**config.mk**
```make
export PLATFORM = sky130hd
export DESIGN_NAME = mult_div_unit_flat
export DESIGN_NICKNAME = d
export VERILOG_FILES = /design/src/rtl/mult_div_unit_if.sv /design/src/rtl/mult_div_unit.sv /design/src/flat_wrapper.sv
export SDC_FILE = /design/constraint.sdc
export NUM_CORES = 1
export LEC_CHECK = 0
export ABC_AREA = 1
export CORE_MARGIN = 2
export CORE_UTILIZATION = 40
export DETAILED_ROUTE_END_ITERATION = 10
export PLACE_DENSITY_LB_ADDON = 0.2
export SLEW_MARGIN = 5
export SYNTH_ARGS = -nofsm -noshare
export SYNTH_HDL_FRONTEND = slang
export SYNTH_SLANG_ARGS = --single-unit
```
**constraint.sdc**
```tcl
create_clock -name i_CLK -period 18 [get_ports i_CLK]
set_input_delay 1.8 -clock i_CLK [delete_from_list [all_inputs] [get_ports i_CLK]]
set_output_delay 1.8 -clock i_CLK [all_outputs]
set_load 0.01 [all_outputs]
```
**src/rtl/mult_div_unit_if.sv**
```systemverilog
// mult_div_unit_if: issue/result bundle between the execute stage and the HI/LO multiply-divide unit.
interface mult_div_unit_if #(parameter int DATA_WIDTH = 32);
  logic start;
  logic [1:0] op;
  logic [DATA_WIDTH-1:0] src_a;
  logic [DATA_WIDTH-1:0] src_b;
  logic abort;
  logic write_hi;
  logic write_lo;
  logic [DATA_WIDTH-1:0] write_data;
  logic [DATA_WIDTH-1:0] hi;
  logic [DATA_WIDTH-1:0] lo;
  logic busy;
  logic done;
  modport master(output start, op, src_a, src_b, abort, write_hi, write_lo, write_data, input hi, lo, busy, done);
  modport slave(input start, op, src_a, src_b, abort, write_hi, write_lo, write_data, output hi, lo, busy, done);
endinterface

```
**src/rtl/mult_div_unit.sv**
```systemverilog
// mult_div_unit: iterative shift-add multiply / restoring divide with HI/LO registers.
// Fixed latency: one bit per cycle on magnitudes, then a single sign-fixup cycle.
module mult_div_unit #(
  parameter int DATA_WIDTH = 32,
  parameter int CNT_WIDTH = 6
) (
  input logic i_CLK,
  input logic i_RST,
  mult_div_unit_if.slave bus
);
  localparam int W = DATA_WIDTH;
  localparam logic [1:0] IDLE = 2'd0, MUL = 2'd1, DIV = 2'd2, FIX = 2'd3;
  logic [1:0] state;
  logic [CNT_WIDTH-1:0] cnt;
  logic [W-1:0] a, b, hi, lo, abs_a, abs_b, quo, rem;
  logic [2*W-1:0] acc, prod;
  logic [W:0] mul_sum, div_t, div_diff;
  logic neg_q, neg_r, is_div, done, sgn, div_ge, last;
  // For divides, a keeps the raw dividend so divide-by-zero can return it in HI.
  always_comb begin
    sgn = ~bus.op[0];
    abs_a = sgn && bus.src_a[W-1] ? -bus.src_a : bus.src_a;
    abs_b = sgn && bus.src_b[W-1] ? -bus.src_b : bus.src_b;
    mul_sum = {1'b0, acc[2*W-1:W]} + (acc[0] ? {1'b0, a} : '0);
    div_t = acc[2*W-1:W-1];
    div_diff = div_t - {1'b0, b};
    div_ge = ~div_diff[W];
    prod = neg_q ? -acc : acc;
    quo = b == '0 ? '1 : neg_q ? -acc[W-1:0] : acc[W-1:0];
    rem = b == '0 ? a : neg_r ? -acc[2*W-1:W] : acc[2*W-1:W];
    last = cnt == CNT_WIDTH'(W - 1);
  end
  always_ff @(posedge i_CLK or posedge i_RST) begin
    if (i_RST) begin
      state <= IDLE;
      cnt <= '0;
      a <= '0;
      b <= '0;
      acc <= '0;
      hi <= '0;
      lo <= '0;
      neg_q <= 1'b0;
      neg_r <= 1'b0;
      is_div <= 1'b0;
      done <= 1'b0;
    end else begin
      done <= 1'b0;
      if (state == IDLE) begin
        if (bus.start && !bus.abort) begin
          state <= bus.op[1] ? DIV : MUL;
          cnt <= '0;
          a <= bus.op[1] ? bus.src_a : abs_a;
          b <= abs_b;
          acc <= {{W{1'b0}}, bus.op[1] ? abs_a : abs_b};
          neg_q <= sgn & (bus.src_a[W-1] ^ bus.src_b[W-1]);
          neg_r <= sgn & bus.src_a[W-1];
          is_div <= bus.op[1];
        end else if (!bus.start) begin
          if (bus.write_hi) hi <= bus.write_data;
          if (bus.write_lo) lo <= bus.write_data;
        end
      end else if (bus.abort) begin
        state <= IDLE;
      end else if (state == FIX) begin
        state <= IDLE;
        done <= 1'b1;
        hi <= is_div ? rem : prod[2*W-1:W];
        lo <= is_div ? quo : prod[W-1:0];
      end else begin
        cnt <= cnt + CNT_WIDTH'(1);
        if (last) state <= FIX;
        acc <= state == MUL ? {mul_sum, acc[W-1:1]} : {div_ge ? div_diff[W-1:0] : div_t[W-1:0], acc[W-2:0], div_ge};
      end
    end
  end
  assign bus.hi = hi;
  assign bus.lo = lo;
  assign bus.busy = state != IDLE;
  assign bus.done = done;
endmodule

```
**src/flat_wrapper.sv**
```systemverilog
// flat-port wrapper written by rule: the top's interface ports become plain ports
module mult_div_unit_flat 
#(
  parameter int DATA_WIDTH = 32,
  parameter int CNT_WIDTH = 6
)
  (i_CLK, i_RST, bus_start, bus_op, bus_src_a, bus_src_b, bus_abort, bus_write_hi, bus_write_lo, bus_write_data, bus_hi, bus_lo, bus_busy, bus_done);
  mult_div_unit_if #(.DATA_WIDTH(DATA_WIDTH)) bus_i ();
  input logic i_CLK;
  input logic i_RST;
  input wire logic [$bits(bus_i.start)-1:0] bus_start;
  input wire logic [$bits(bus_i.op)-1:0] bus_op;
  input wire logic [$bits(bus_i.src_a)-1:0] bus_src_a;
  input wire logic [$bits(bus_i.src_b)-1:0] bus_src_b;
  input wire logic [$bits(bus_i.abort)-1:0] bus_abort;
  input wire logic [$bits(bus_i.write_hi)-1:0] bus_write_hi;
  input wire logic [$bits(bus_i.write_lo)-1:0] bus_write_lo;
  input wire logic [$bits(bus_i.write_data)-1:0] bus_write_data;
  output wire logic [$bits(bus_i.hi)-1:0] bus_hi;
  output wire logic [$bits(bus_i.lo)-1:0] bus_lo;
  output wire logic [$bits(bus_i.busy)-1:0] bus_busy;
  output wire logic [$bits(bus_i.done)-1:0] bus_done;
  assign bus_i.start = bus_start;
  assign bus_i.op = bus_op;
  assign bus_i.src_a = bus_src_a;
  assign bus_i.src_b = bus_src_b;
  assign bus_i.abort = bus_abort;
  assign bus_i.write_hi = bus_write_hi;
  assign bus_i.write_lo = bus_write_lo;
  assign bus_i.write_data = bus_write_data;
  assign bus_hi = bus_i.hi;
  assign bus_lo = bus_i.lo;
  assign bus_busy = bus_i.busy;
  assign bus_done = bus_i.done;
  mult_div_unit #(.DATA_WIDTH(DATA_WIDTH), .CNT_WIDTH(CNT_WIDTH)) u_core (.i_CLK(i_CLK), .i_RST(i_RST), .bus(bus_i));
endmodule
```
# Word level (Yosys, flattened, before mapping)

Cells that the tools add are included.

Add/subtract/negate cells: 8
$mul: 0
Divide/modulo/power cells: 0
Magnitude comparators: 0
Equal/unequal tests: 10
Shift operators: 0
Multiplexer cells: 43
Bitwise gates (word level): 5
Reduce and logical (&&, ||, !) cells: 14

Operators with widths:

| kind                  | number |
|---|---|
| $mux W32              | 24 |
| $mux W64              | 6 |
| $neg A32 Y32          | 4 |
| $neg A64 Y64          | 1 |
| $add A32 B33 Y33      | 1 |
| $sub A33 B32 Y33      | 1 |
| $logic_not A32 Y1     | 1 |
| $mux W6               | 4 |
| $mux W2               | 6 |
| $ne A2 B2 Y1 const B  | 5 |
| $reduce_and A5 Y1     | 2 |
| $add A6 B1 Y6 const B | 1 |
| $eq A6 B5 Y1 const B  | 1 |
| $ne A2 B1 Y1 const B  | 2 |
| $reduce_and A2 Y1     | 2 |
| $reduce_bool A2 Y1    | 2 |
| $reduce_bool A4 Y1    | 1 |
| $logic_and A1 B1 Y1   | 3 |
| $mux W1               | 3 |
| $reduce_and A3 Y1     | 1 |
| $and A1 B1 Y1         | 2 |
| $eq A2 B1 Y1 const B  | 1 |
| $eq A2 B2 Y1 const B  | 1 |
| $logic_not A2 Y1      | 1 |
| 3 further kinds       | 4 |

Bits in registers: 204
Latch bits: 0
RAM bits: 0
Memory bits (read-only): 0
Input port bits: 104
Output and inout port bits: 66
Word-level logic and storage cells: 91
Memories kept: 0

# Logic depth before layout (Yosys ltp)

Depth in word-level cells: 7
Depth in mapped cells: 21
Gate-level depth less buffers: 20

# Worst setup path before layout

Ideal clock, no wire load.

Kind: input to register
Start: input bus_src_a[1]
End: register u_core.a[28]
Library setup time: 130 ps
Arrival time: 3,079 ps
Required time: 17,870 ps
Path slack: 14,790 ps
Stages: 13
Path buffers: 0
Cell sequence: inv_1 ha_1 inv_1 nor3_2 nand2_1 nor2_2 nand2_1 o21ai_0 nand2_1 nand2_1 nand3_1 o211ai_1 o21ai_0

Cells in the longest elaborated chain, start to end: 3

Ends and longest elaborated chain:

| what                 | line                | RTL |
|---|---|---|
| from (decl)          | flat_wrapper.sv:13  | `input wire logic [$bits(bus_i.src_a)-1:0] bus_src_a;` |
| $neg A32 Y32         | mult_div_unit.sv:22 | `abs_a = sgn && bus.src_a[W-1] ? -bus.src_a : bus.src_a;` |
| $mux W32             | mult_div_unit.sv:22 |  |
| $mux W32             | mult_div_unit.sv:52 | `a <= bus.op[1] ? bus.src_a : abs_a;` |
| to (signal assigned) | mult_div_unit.sv:52 |  |
| to (decl)            | mult_div_unit.sv:15 | `logic [W-1:0] a, b, hi, lo, abs_a, abs_b, quo, rem;` |

No other way between the ends.
A chain may end at the register's enable or synchronous reset.

# Final worst setup path

Start: register u_core.state[1]
End: output bus_busy

Cells in the longest elaborated chain, start to end: 1

Ends and longest elaborated chain:

| what                   | line                | RTL |
|---|---|---|
| from (decl)            | mult_div_unit.sv:13 | `logic [1:0] state;` |
| from (signal assigned) | mult_div_unit.sv:50 | `state <= bus.op[1] ? DIV : MUL;` |
| $reduce_bool A2 Y1     | mult_div_unit.sv:78 | `assign bus.busy = state != IDLE;` |
| to (decl)              | flat_wrapper.sv:21  | `output wire logic [$bits(bus_i.busy)-1:0] bus_busy;` |

No other way between the ends.

==> results.md <==
- Status: finished, final reports clean
- Post-synthesis cell area: 20100 um2
- Comb pwr share: 67.8%
- Post-CTS sizing: 0
- Register Area: approximately 5100 um2
- CP dominant cell by count: buf_4
- Synth Area in Compound Gates: 14.1%
- Setup Buffers After CTS: 0
- Synth warn: 0
- Starting Density: 40.3%
- Die H: 228 um
- Fin crit period: 4780 ps
- Setup TNS: 0 ps
- DRC errors left: 0
- Max Freq: around 210 MHz
- Syn avg cell area: 5.84 um2
- R2r startpoint: u_core.state[1]
- Peak VDD IR: approximately 98 uV
- Xor and xnor fraction of the mapped netlist area: 4.58%
- Cell taking the most area after synthesis: dfrtp_1
- IO Port Bufs: between 150 and 200
- Slew HR: between 20% and 30%
- Max-Cap Viols: 0
- Final HPWL DP: 67100 um
- Simple-gate area share of the yosys netlist: 39.1%
- PD cells: 211 nW/um2
- Sequential Power Share: 21.5%
- Root Buffer: clkbuf_16
- Critical path capture point type: output pin
- Worst Setup EP: bus_busy
- Number of buffers and inverters on the critical path: 4
- R2R cell count: 10
- Pin count of the biggest net entering global routing: roughly 90
- CP max stage delay: 670 ps
- Worst setup path startpoint: u_core.state[1]
- Share of cells above drive strength 1: just under 4%
- Final ANT Viol Nets: 0
- Sequential area share after synthesis: ~25%
- Number of flops mapped to enable cells by yosys: 0
- Global-route usage over all layers: 32.0%
- Most frequent cells after synthesis: nand2_1 (1086), inv_1 (484), nor2_1 (393), nand3_1 (299), a21oi_1 (263)
- Psw: 2800 uW
- CP required: 16200 ps
- Worst-path maximum fanout: 42
- Crit path kind: reg2out
- Finished Cell Area: 23100 um2
- Layout overhead on the synthesized area: 14.9%
- # H-tree levels: 1
- CTS Sinks: 204
- Synth Net Count: 3615
- Wire per inst: 20.2 um
- Clock power share: a little over a tenth
- Clock transition at path regs: 60 ps
- Worst path arrival time: ~3000 ps
- Synth Register Bits: 204
- Ant diodes: 0
- Die area: ~52000 um2
- Drt pass-1 iters: 6
- Slew Viols, Final: 0
- Ys async rst share: 100%
- Hold Buf Count CTS: 0
- Worst setup margin: 13220 ps
- Worst r2r dst: u_core.a[14]
- Sw Share: a little under three fifths
- Synth Instances: 3440
- WP depth: 5
- Nets: 3712
- Top-count cell post-synth: nand2_1
- Reg2Reg Setup Slack: 14230 ps
- GRT overflow: 0
- Synth top area cells: dfrtp_1 (25%), nand2_1 (20%), inv_1 (9.0%)
- Worst Skew: 41.9 ps
- Internal power: 2080 uW
- DR vias: about 23000
- Initial antenna violation count: 2
- Top Ports: 170
- Final hold vios: 0
- RSZ-0062 raised after global routing: false
- Filler cells: 5491
- Setup-failing EPs final: 0
- Post-synth top flop: dfrtp_1
- Post-synthesis mux area share: 0%
- Area of the multi-input gates: 12500 um2
- Hold Crit Class: reg2reg
- Gpl congestion: 1.02
- CTS buffer count: 26
- Slew @ Worst Pin: 1150 ps
- CP Cell Sequence: buf_4 -> nor2_4 -> buf_4 -> inv_2 -> clkdlybuf4s50_1
- Chip width: 228 um
- Total Wirelength: 85300 um
- Number of buffers on the longest clock path: 3
- Dpl ws: 13280 ps
- Initial drt markers: around 2400
- Vias/cell: 5.39
- Delay-heaviest family, CP: buffers and inverters
- Adder-Cell Fraction of Synth Area: ~4.5%
- Placed inst area: 22200 um2
- # rows: 82
- Largest family of logic cells by synthesized area: simple AND/OR/NAND/NOR gates
- Crit start category: register
- Vias in the first global route: 21200
- LEAKAGE: between 0.01 and 0.015 uW
- Core area: between 40000 and 50000 um2
- CP max stage cell: clkdlybuf4s50_1
- Fin crit share: 26.6%
- Library cells used by synthesis: a little over 50
- Global-route wire length before repair: approximately 130000 um
- Top cell type's share of synthesized area: 25.4%
- CTS tree: done
- Worst skew pair latency: 580 ps
==> through the flow <==
step           hold slack, ps  utilization, %  total power, uW  instances
6_report                  486            46.3             4870       4225
2_1_floorplan             453               -             3130       3440
5_1_grt                   509            46.3             5270       4225
4_1_cts                   493            46.3             4800       4225
3_3_place_gp              469            44.6             4260       4181
3_5_place_dp              479            44.6             4260       4181
==> cell usage in the layout (no fill, tap or decap), types with 22 or more instances in the layout <==
master,synthesis,final
clkdlybuf4s50_1,0,169
inv_2,25,25
a21oi_1,263,263
nor2_1,393,389
o21ai_0,167,167
ha_1,69,69
buf_4,5,22
clkbuf_16,0,26
xor2_1,87,87
nand4_1,33,33
inv_1,484,483
o21ai_1,37,37
nand3_1,299,299
nand2_1,1086,1086
dfrtp_1,204,202
==> cells by family after synthesis <==
logic type | after synthesis
AO/OA/AOI/OAI | 530
XOR/XNOR | 105
adder cells (fa/ha/maj) | 71
buffers and inverters | 634
flip-flops | 204
AND/OR/NAND/NOR | 1896
==> final cells by class <==
type,instances,area share (%)
clock inverter,9,0.401
tap,672,3.64
timing repair buffer,191,8.04
clock buffer,35,3.23
multi-input combinational,2602,54.2
sequential,204,22.1
inverter,512,8.36
==> worst min-delay path: stages, from the launching register on <==
cell,delay (ps)
dfrtp_1,340
nand2_1,50
o21ai_0,60
==> layer usage <==
| layer | GRT usage (%) | vias to the layer above | wire length (um) |
|---|---|---|---|
| met1 | 44.5 | 10600 | 37700 |
| met4 | 14.1 | 4 | 4260 |
| li1 | - | 11100 | - |
| met5 | 0 | - | 25 |
| met3 | 4.18 | 162 | 6510 |
| met2 | 49.8 | 935 | 36800 |
==> worst min-delay path by stage <==
| stage | slack (ps) | depth (start not counted) | start | endpoint |
|---|---|---|---|---|
| floorplan | 450 | 2 | u_core.acc[1] | u_core.acc[1] |
| global placement | 470 | 2 | u_core.b[3] | u_core.b[3] |
| detailed placement | 480 | 2 | u_core.b[3] | u_core.b[3] |
| CTS | 490 | 2 | u_core.b[3] | u_core.b[3] |
| global route | 510 | 2 | u_core.acc[1] | u_core.acc[1] |
| finish | 490 | 2 | u_core.b[3] | u_core.b[3] |
==> registers in the layout, indices dropped and copies added, names as in the netlist <==
name,flops
u_core.a,32
u_core.acc,64
u_core.b,32
u_core.bus.done,1
u_core.bus.hi,32
u_core.bus.lo,32
u_core.cnt,6
u_core.is_div,1
u_core.neg_q,1
u_core.neg_r,1
u_core.state,2
==> power groups by stage <==
stage	logic (uW)	clock network (uW)	registers [uW]
floorplan	2260	0	876
global placement	3230	0	1040
detailed placement	3230	0	1040
CTS	3250	530	1030
global route	3670	546	1060
finish	3300	524	1040
Note: power is estimated with default switching activity, not from simulation.
